File: config.mk
export PLATFORM = sky130hd
export DESIGN_NAME = sdram_bridge
export DESIGN_NICKNAME = d
export VERILOG_FILES = /design/src/rtl/soc_pkg.sv /design/src/rtl/sdram_bridge.sv
export SDC_FILE = /design/constraint.sdc
export NUM_CORES = 1
export LEC_CHECK = 0
export CORE_ASPECT_RATIO = 1.2
export CORE_MARGIN = 3
export CORE_UTILIZATION = 45
export CTS_CLUSTER_DIAMETER = 200
export CTS_CLUSTER_SIZE = 30
export DETAILED_ROUTE_END_ITERATION = 7
export PLACE_DENSITY = 0.86
export SYNTH_ARGS = -nofsm -noshare
export SYNTH_HDL_FRONTEND = slang
export SYNTH_SLANG_ARGS = --single-unit
File: constraint.sdc
create_clock -name clk -period 4.9 [get_ports clk]
set_input_delay 0.98 -clock clk [delete_from_list [all_inputs] [get_ports clk]]
set_output_delay 0.98 -clock clk [all_outputs]
set_load 0.005 [all_outputs]
File: src/rtl/soc_pkg.sv
// Shared SoC definitions for the SDRAM bridge and the top-level address decoder.
//  - BridgeState        : bridge sequencer states
//  - SDRAM_WIN_BASE/MASK: SDRAM window decode constants (25-bit CPU address space)
//  - sdram_in_window()  : window decode helper
package soc_pkg;

    typedef enum logic [1:0] {
        BRIdle,
        BRPend,
        BRActive,
        BRDrain
    } BridgeState;

    localparam logic [24:0] SDRAM_WIN_BASE = 25'h080_0000;
    localparam logic [24:0] SDRAM_WIN_MASK = 25'h0F0_0000;

    function automatic logic sdram_in_window(input logic [24:0] addr,
                                             input logic [24:0] base,
                                             input logic [24:0] mask);
        return (addr & mask) == (base & mask);
    endfunction

endpackage

File: src/rtl/sdram_bridge.sv
// sdram_bridge: FemtoRV32 memory bus to SDRAM controller valid/ready bridge.
// Decodes the SDRAM window, latches one request, sequences the controller handshake
// (PEND -> ACTIVE -> DRAIN), returns read data and holds the CPU busy until done.
// Any wait state that lasts TIMEOUT_CYCLES aborts the request and sets a sticky error.
//
// Ports:
//  clk, resetn              clock, asynchronous active-low reset
//  mem_addr/wdata/wmask     CPU request (wmask != 0 means write)
//  mem_rstrb                CPU read strobe
//  mem_rdata                read data returned to CPU
//  mem_rbusy, mem_wbusy     read / write in progress
//  sel                      combinational window hit
//  sdram_addr/din/wmask     latched request towards the controller
//  sdram_valid              request valid to controller
//  sdram_ready              controller busy flag (high while active)
//  sdram_dout               controller read data
//  timeout_err              sticky abort indicator
module sdram_bridge
    import soc_pkg::*;
#(
    parameter logic [24:0] SDRAM_BASE     = SDRAM_WIN_BASE,
    parameter logic [24:0] SDRAM_MASK     = SDRAM_WIN_MASK,
    parameter int unsigned TIMEOUT_CYCLES = 1024
) (
    input  logic        clk,
    input  logic        resetn,
    input  logic [31:0] mem_addr,
    input  logic [31:0] mem_wdata,
    input  logic [3:0]  mem_wmask,
    input  logic        mem_rstrb,
    output logic [31:0] mem_rdata,
    output logic        mem_rbusy,
    output logic        mem_wbusy,
    output logic        sel,
    output logic [24:0] sdram_addr,
    output logic [31:0] sdram_din,
    output logic [3:0]  sdram_wmask,
    output logic        sdram_valid,
    input  logic        sdram_ready,
    input  logic [31:0] sdram_dout,
    output logic        timeout_err
);

    localparam int unsigned CntW = $clog2(TIMEOUT_CYCLES);
    localparam logic [CntW-1:0] CntLast = CntW'(TIMEOUT_CYCLES - 1);
    localparam logic [31:0] AbortData = 32'hDEAD_BEEF;

    BridgeState state_q, state_d;
    logic [CntW-1:0] cnt_q, cnt_d;
    logic [31:0] rdata_q, rdata_d;
    logic rbusy_q, rbusy_d;
    logic wbusy_q, wbusy_d;
    logic valid_q, valid_d;
    logic [3:0] wmask_q, wmask_d;
    logic [24:0] addr_q, addr_d;
    logic [31:0] din_q, din_d;
    logic err_q, err_d;

    logic is_write;
    logic request;
    logic timed_out;

    // Upper CPU address bits are decoded outside this block.
    logic unused_addr_hi;
    assign unused_addr_hi = ^mem_addr[31:25];

    assign sel       = sdram_in_window(mem_addr[24:0], SDRAM_BASE, SDRAM_MASK);
    assign is_write  = |mem_wmask;
    assign request   = sel & (mem_rstrb | is_write);
    assign timed_out = (cnt_q == CntLast);

    always_comb begin
        state_d = state_q;
        rdata_d = rdata_q;
        rbusy_d = rbusy_q;
        wbusy_d = wbusy_q;
        valid_d = valid_q;
        wmask_d = wmask_q;
        addr_d  = addr_q;
        din_d   = din_q;
        err_d   = err_q;

        unique case (state_q)
            BRIdle: begin
                if (request) begin
                    addr_d  = {mem_addr[24:2], 2'b00};
                    din_d   = mem_wdata;
                    wmask_d = mem_wmask;  // zero for a read; a mixed strobe counts as write
                    rbusy_d = ~is_write;
                    wbusy_d = is_write;
                    state_d = BRPend;
                end
            end
            BRPend: begin
                if (!sdram_ready) begin
                    valid_d = 1'b1;
                    state_d = BRActive;
                end
            end
            BRActive: begin
                if (sdram_ready) begin
                    valid_d = 1'b0;
                    wmask_d = 4'b0000;
                    state_d = BRDrain;
                end
            end
            BRDrain: begin
                if (!sdram_ready) begin
                    if (rbusy_q) begin
                        rdata_d = sdram_dout;
                    end
                    rbusy_d = 1'b0;
                    wbusy_d = 1'b0;
                    state_d = BRIdle;
                end
            end
            default: state_d = BRIdle;
        endcase

        // Abort only when the awaited condition has not arrived in this same cycle.
        if (state_q != BRIdle && state_d == state_q && timed_out) begin
            valid_d = 1'b0;
            wmask_d = 4'b0000;
            if (rbusy_q) begin
                rdata_d = AbortData;
            end
            rbusy_d = 1'b0;
            wbusy_d = 1'b0;
            err_d   = 1'b1;
            state_d = BRIdle;
        end
    end

    always_comb begin
        cnt_d = cnt_q;
        if (state_d != state_q) begin
            cnt_d = '0;
        end else if (state_q != BRIdle) begin
            cnt_d = cnt_q + 1'b1;
        end
    end

    always_ff @(posedge clk or negedge resetn) begin
        if (!resetn) begin
            state_q <= BRIdle;
            cnt_q   <= '0;
            rdata_q <= '0;
            rbusy_q <= 1'b0;
            wbusy_q <= 1'b0;
            valid_q <= 1'b0;
            wmask_q <= '0;
            addr_q  <= '0;
            din_q   <= '0;
            err_q   <= 1'b0;
        end else begin
            state_q <= state_d;
            cnt_q   <= cnt_d;
            rdata_q <= rdata_d;
            rbusy_q <= rbusy_d;
            wbusy_q <= wbusy_d;
            valid_q <= valid_d;
            wmask_q <= wmask_d;
            addr_q  <= addr_d;
            din_q   <= din_d;
            err_q   <= err_d;
        end
    end

    assign mem_rdata   = rdata_q;
    assign mem_rbusy   = rbusy_q;
    assign mem_wbusy   = wbusy_q;
    assign sdram_valid = valid_q;
    assign sdram_wmask = wmask_q;
    assign sdram_addr  = addr_q;
    assign sdram_din   = din_q;
    assign timeout_err = err_q;

endmodule

==> results.txt <==
- The flow ran to the end, and the final reports show no timing, DRC or antenna violations.
- Overflow after GRT: 0
- The commonest cells after synthesis are 107 x sky130_fd_sc_hd__dfrtp_1, 76 x sky130_fd_sc_hd__nand2_1, 51 x sky130_fd_sc_hd__mux2_2.
- The cell area that synthesis handed to floorplanning was 4380 µm².
- Post-detailed-route DRC marker count: 0
- Fraction of the yosys area taken by sequential cells: 61.1%
- The path class of the tightest hold or removal check is reg2reg.
- Seq cells post-synth: 107
- Arithmetic-cell share of the synthesized area counting full adders, half adders and majority gates: 0.286%
- Max Buffers Root-to-Sink: 2
* Starting Density: 47.2%
- The finished cells cover 6520 µm².
- Most used standard cell by instance count after synthesis: sky130_fd_sc_hd__dfrtp_1
- Final antenna diode count: 0
* Maximum level of the CTS H-tree: 3
* Final Routed Wirelength: 11,500 µm
- Cells with a size suffix above 1 make up 13.5% of the layout.
- The first global-routing pass estimated 17,700 µm of wire.
- Hold timing on the final database bottoms out at a slack of 490 ps.
* Vias in the first global route: 3,574
- In the final design database the tool counted 656 nets.
- Ranked by total cell area, the synthesized netlist is headed by sky130_fd_sc_hd__dfrtp_1 61%, sky130_fd_sc_hd__mux2_2 13%, sky130_fd_sc_hd__nand2_1 6.5%.
* Crit share post-route: 69.8%
- Count of flip-flops with a built-in enable after synthesis: 0
- Worst voltage drop across the vdd grid: 176 µV
* Slew Limit Fails: 0
- Maximum clock skew at final layout: 9.03 ps
- For the pin with the worst max-slew slack, the measured transition is 1130 ps.
* Area fraction in compound gates after synthesis: 4.86%
- Post-synthesis cell type count: 36
* R2R setup slack: 2590 ps
- Height of the die: 114 µm
- The Yosys step of the flow raised 0 warnings.
- Number of gates resized after cts: 0
- Critical-path maximum fanout: 4
* Primary flip-flop cell chosen by synthesis mapping: sky130_fd_sc_hd__dfrtp_1
- Final non-filler cell total: 675
- Count of vias placed by the detailed router: 3,470
* Worst endpoint required time: 3920 ps
- Reg clk slew, reported paths: 90 ps
* Total Routing Usage GR: 21.0%
- Combinational family with the most area after synthesis: simple AND/OR/NAND/NOR gates
- Clock tree synthesis selected as its root buffer the cell sky130_fd_sc_hd__clkbuf_8.
- Length of routed wiring on met1: 4170 µm
- Total negative slack: 0 ps
- Counting flops with an async set or reset pin after synthesis yields a share of 100%.
- Cts-stage hold buffer count: 0
- After detailed routing, the met3 layer carries 1190 µm of wire.
- HPWL after DPL: 8720 µm
- Drt initial violations: 134
* Post-synthesis share of cell area spent on xor and xnor gates: 1.80%
* Number of failing setup endpoints in the final timing report: 0
* Port-buffer cells: 190
* Core region area: 9270 µm²
* Later-pin clock latency in the skew report: 360 ps
* Number of antenna violations at the first check in global routing: 0
- Area Overhead vs Synth: 48.7%
- CTS saw 107 sinks.
- Arrival time at the worst endpoint: 2440 ps
* Avg Synthesized Cell Area: 11.9 µm²
- Pin placement for this block handled 202 I/O pins.
* Leakage Power: 2.85 nW
* Post-CTS setup repair buffer count: 0
- Clock tree from TritonCTS: built
- Uppermost signal routing layer after detailed routing: met4
- Last weighted congestion value of the routability-driven placer: 0.816
- Element type at the critical path start: input pin
- Area share of the leading cell type in the synthesized netlist: 61.1%
- Clock buffers created by TritonCTS: 9
* Post-DR wirelength/cell: 17.0 µm
- Number of hold-slack violations in the final timing report: 0
* DP Area: 6330 µm²
- After synthesis, the share of cell area in mux cells is 13.1%.
* Minimum clock period: 3420 ps
* Largest net degree at the start of global routing: 81
- Wire segments on met2 add up to 5860 µm in the final route.
* Cell count after synthesis: 368
* Number of max-capacitance violations reported: 0
- Achievable Freq: 293 MHz
- Tightest slew margin relative to the limit: 24.6%
* Post-layout total power: 3.00 mW
* Setup repair after global routing missed its margin: no
- The critical path is of the in2out type.
- The floorplan step defined a die boundary enclosing 11,000 µm².
- Detailed-router iteration count before antenna repair: 4
* DIE WIDTH: 96.1 µm
* Dominant cell type by area after synthesis: sky130_fd_sc_hd__dfrtp_1
- After Yosys synthesis, and, or, nand and nor cells account for 15.4% of the synthesized area.
- Num rows: 38
- Number of instances in the placed design: 660
- Once detail routing completed, the nets flagged for antenna violations numbered 0.
- For this design the ratio of total power to cell area is 461 nW/µm².
- STA classifies the critical path endpoint as an output port.
- After detailed routing, the number of vias per cell comes to 5.14.
-- sequential cells by signal, summed over array words and instances (netlist names) --
register / cells
state_q: 2
mem_rdata: 32
sdram_valid: 1
mem_wbusy: 1
mem_rbusy: 1
sdram_din: 32
sdram_wmask: 4
timeout_err: 1
cnt_q: 10
sdram_addr: 23
-- through the flow --
step | util (%) | setup slack [ps]
after floorplan | - | 2430
after global placement | 68.3 | 1500
after detailed placement | 68.3 | 1480
after CTS | 70.3 | 1480
after global routing | 70.3 | 1460
final | 70.3 | 1480
-- cells in the final DEF, fill, tap and decap left out, types with 2 or more instances in the layout --
cell and instances:
sky130_fd_sc_hd__a21oi_1 12, sky130_fd_sc_hd__buf_4 3, sky130_fd_sc_hd__xor2_1 5, sky130_fd_sc_hd__and2_1 5, sky130_fd_sc_hd__nor2b_1 2, sky130_fd_sc_hd__or2_2 3
sky130_fd_sc_hd__nor2_1 12, sky130_fd_sc_hd__inv_1 2, sky130_fd_sc_hd__o32ai_1 2, sky130_fd_sc_hd__clkbuf_1 2, sky130_fd_sc_hd__xnor2_1 4, sky130_fd_sc_hd__and4_1 3
sky130_fd_sc_hd__nand3_1 31, sky130_fd_sc_hd__a31oi_1 2, sky130_fd_sc_hd__clkdlybuf4s50_1 189, sky130_fd_sc_hd__conb_1 2, sky130_fd_sc_hd__dfrtp_1 107, sky130_fd_sc_hd__clkinvlp_4 3
sky130_fd_sc_hd__nand4_1 4, sky130_fd_sc_hd__clkbuf_8 9, sky130_fd_sc_hd__o21ai_0 3, sky130_fd_sc_hd__mux2_2 51, sky130_fd_sc_hd__nand2_1 76, sky130_fd_sc_hd__nor3_1 2
sky130_fd_sc_hd__o2bb2ai_1 4, sky130_fd_sc_hd__and3_1 3, sky130_fd_sc_hd__nand2b_1 2
-- area by class of cell --
type                       count  area [µm²]
timing repair buffer         193        1930
sequential                   107        2680
clock buffer                  11         131
fill                         642        2760
inverter                       2        7.51
tap                          120         150
clock inverter                 4        52.6
multi-input combinational    238        1560
-- power breakdown --
| part | leakage (nW) | switching, mW | internal [mW] |
|---|---|---|---|
| registers | 1.39 | 0.185 | 1.18 |
| clock network | 0.0816 | 0.285 | 0.234 |
| logic | 1.38 | 0.368 | 0.753 |
-- critical path: stages --
cell                              delay [ps]
sky130_fd_sc_hd__clkdlybuf4s50_1         440
sky130_fd_sc_hd__nor4b_4                 420
sky130_fd_sc_hd__clkdlybuf4s50_1         590
-- path summary, 6_finish.rpt --
check / startpoint / depth (start not counted) / end
worst max-delay path: mem_addr[21] / 3 / sel
worst min register to register: sdram_addr[20]$_DFFE_PN0P_ / 1 / sdram_addr[20]$_DFFE_PN0P_
min in group asynchronous: resetn / 1 / sdram_addr[7]$_DFFE_PN0P_
worst max register to register: cnt_q[0]$_DFFE_PN0P_ / 5 / mem_rdata[15]$_DFF_PN0_
max in group asynchronous: resetn / 2 / sdram_addr[24]$_DFFE_PN0P_
worst min-delay path: sdram_addr[20]$_DFFE_PN0P_ / 1 / sdram_addr[20]$_DFFE_PN0P_
-- logic make-up (layout without fill, tap and decap cells) --
kind of cell | after synthesis | after routing
flip-flops | 107 | 107
XOR/XNOR | 9 | 9
multiplexers | 51 | 51
AO/OA/AOI/OAI | 30 | 30
AND/OR/NAND/NOR | 145 | 145
buffers and inverters | 24 | 210
other | 1 | 2
adder cells (fa/ha/maj) | 1 | 1
-- per-layer routing --
metal / GRT usage (%) / vias up
met4: 7.31 / 0
met5: 0 / -
met2: 36.6 / 174
met1: 23.5 / 1657
li1: - / 1615
met3: 7.30 / 24
Note: power is estimated with default switching activity, not from simulation.
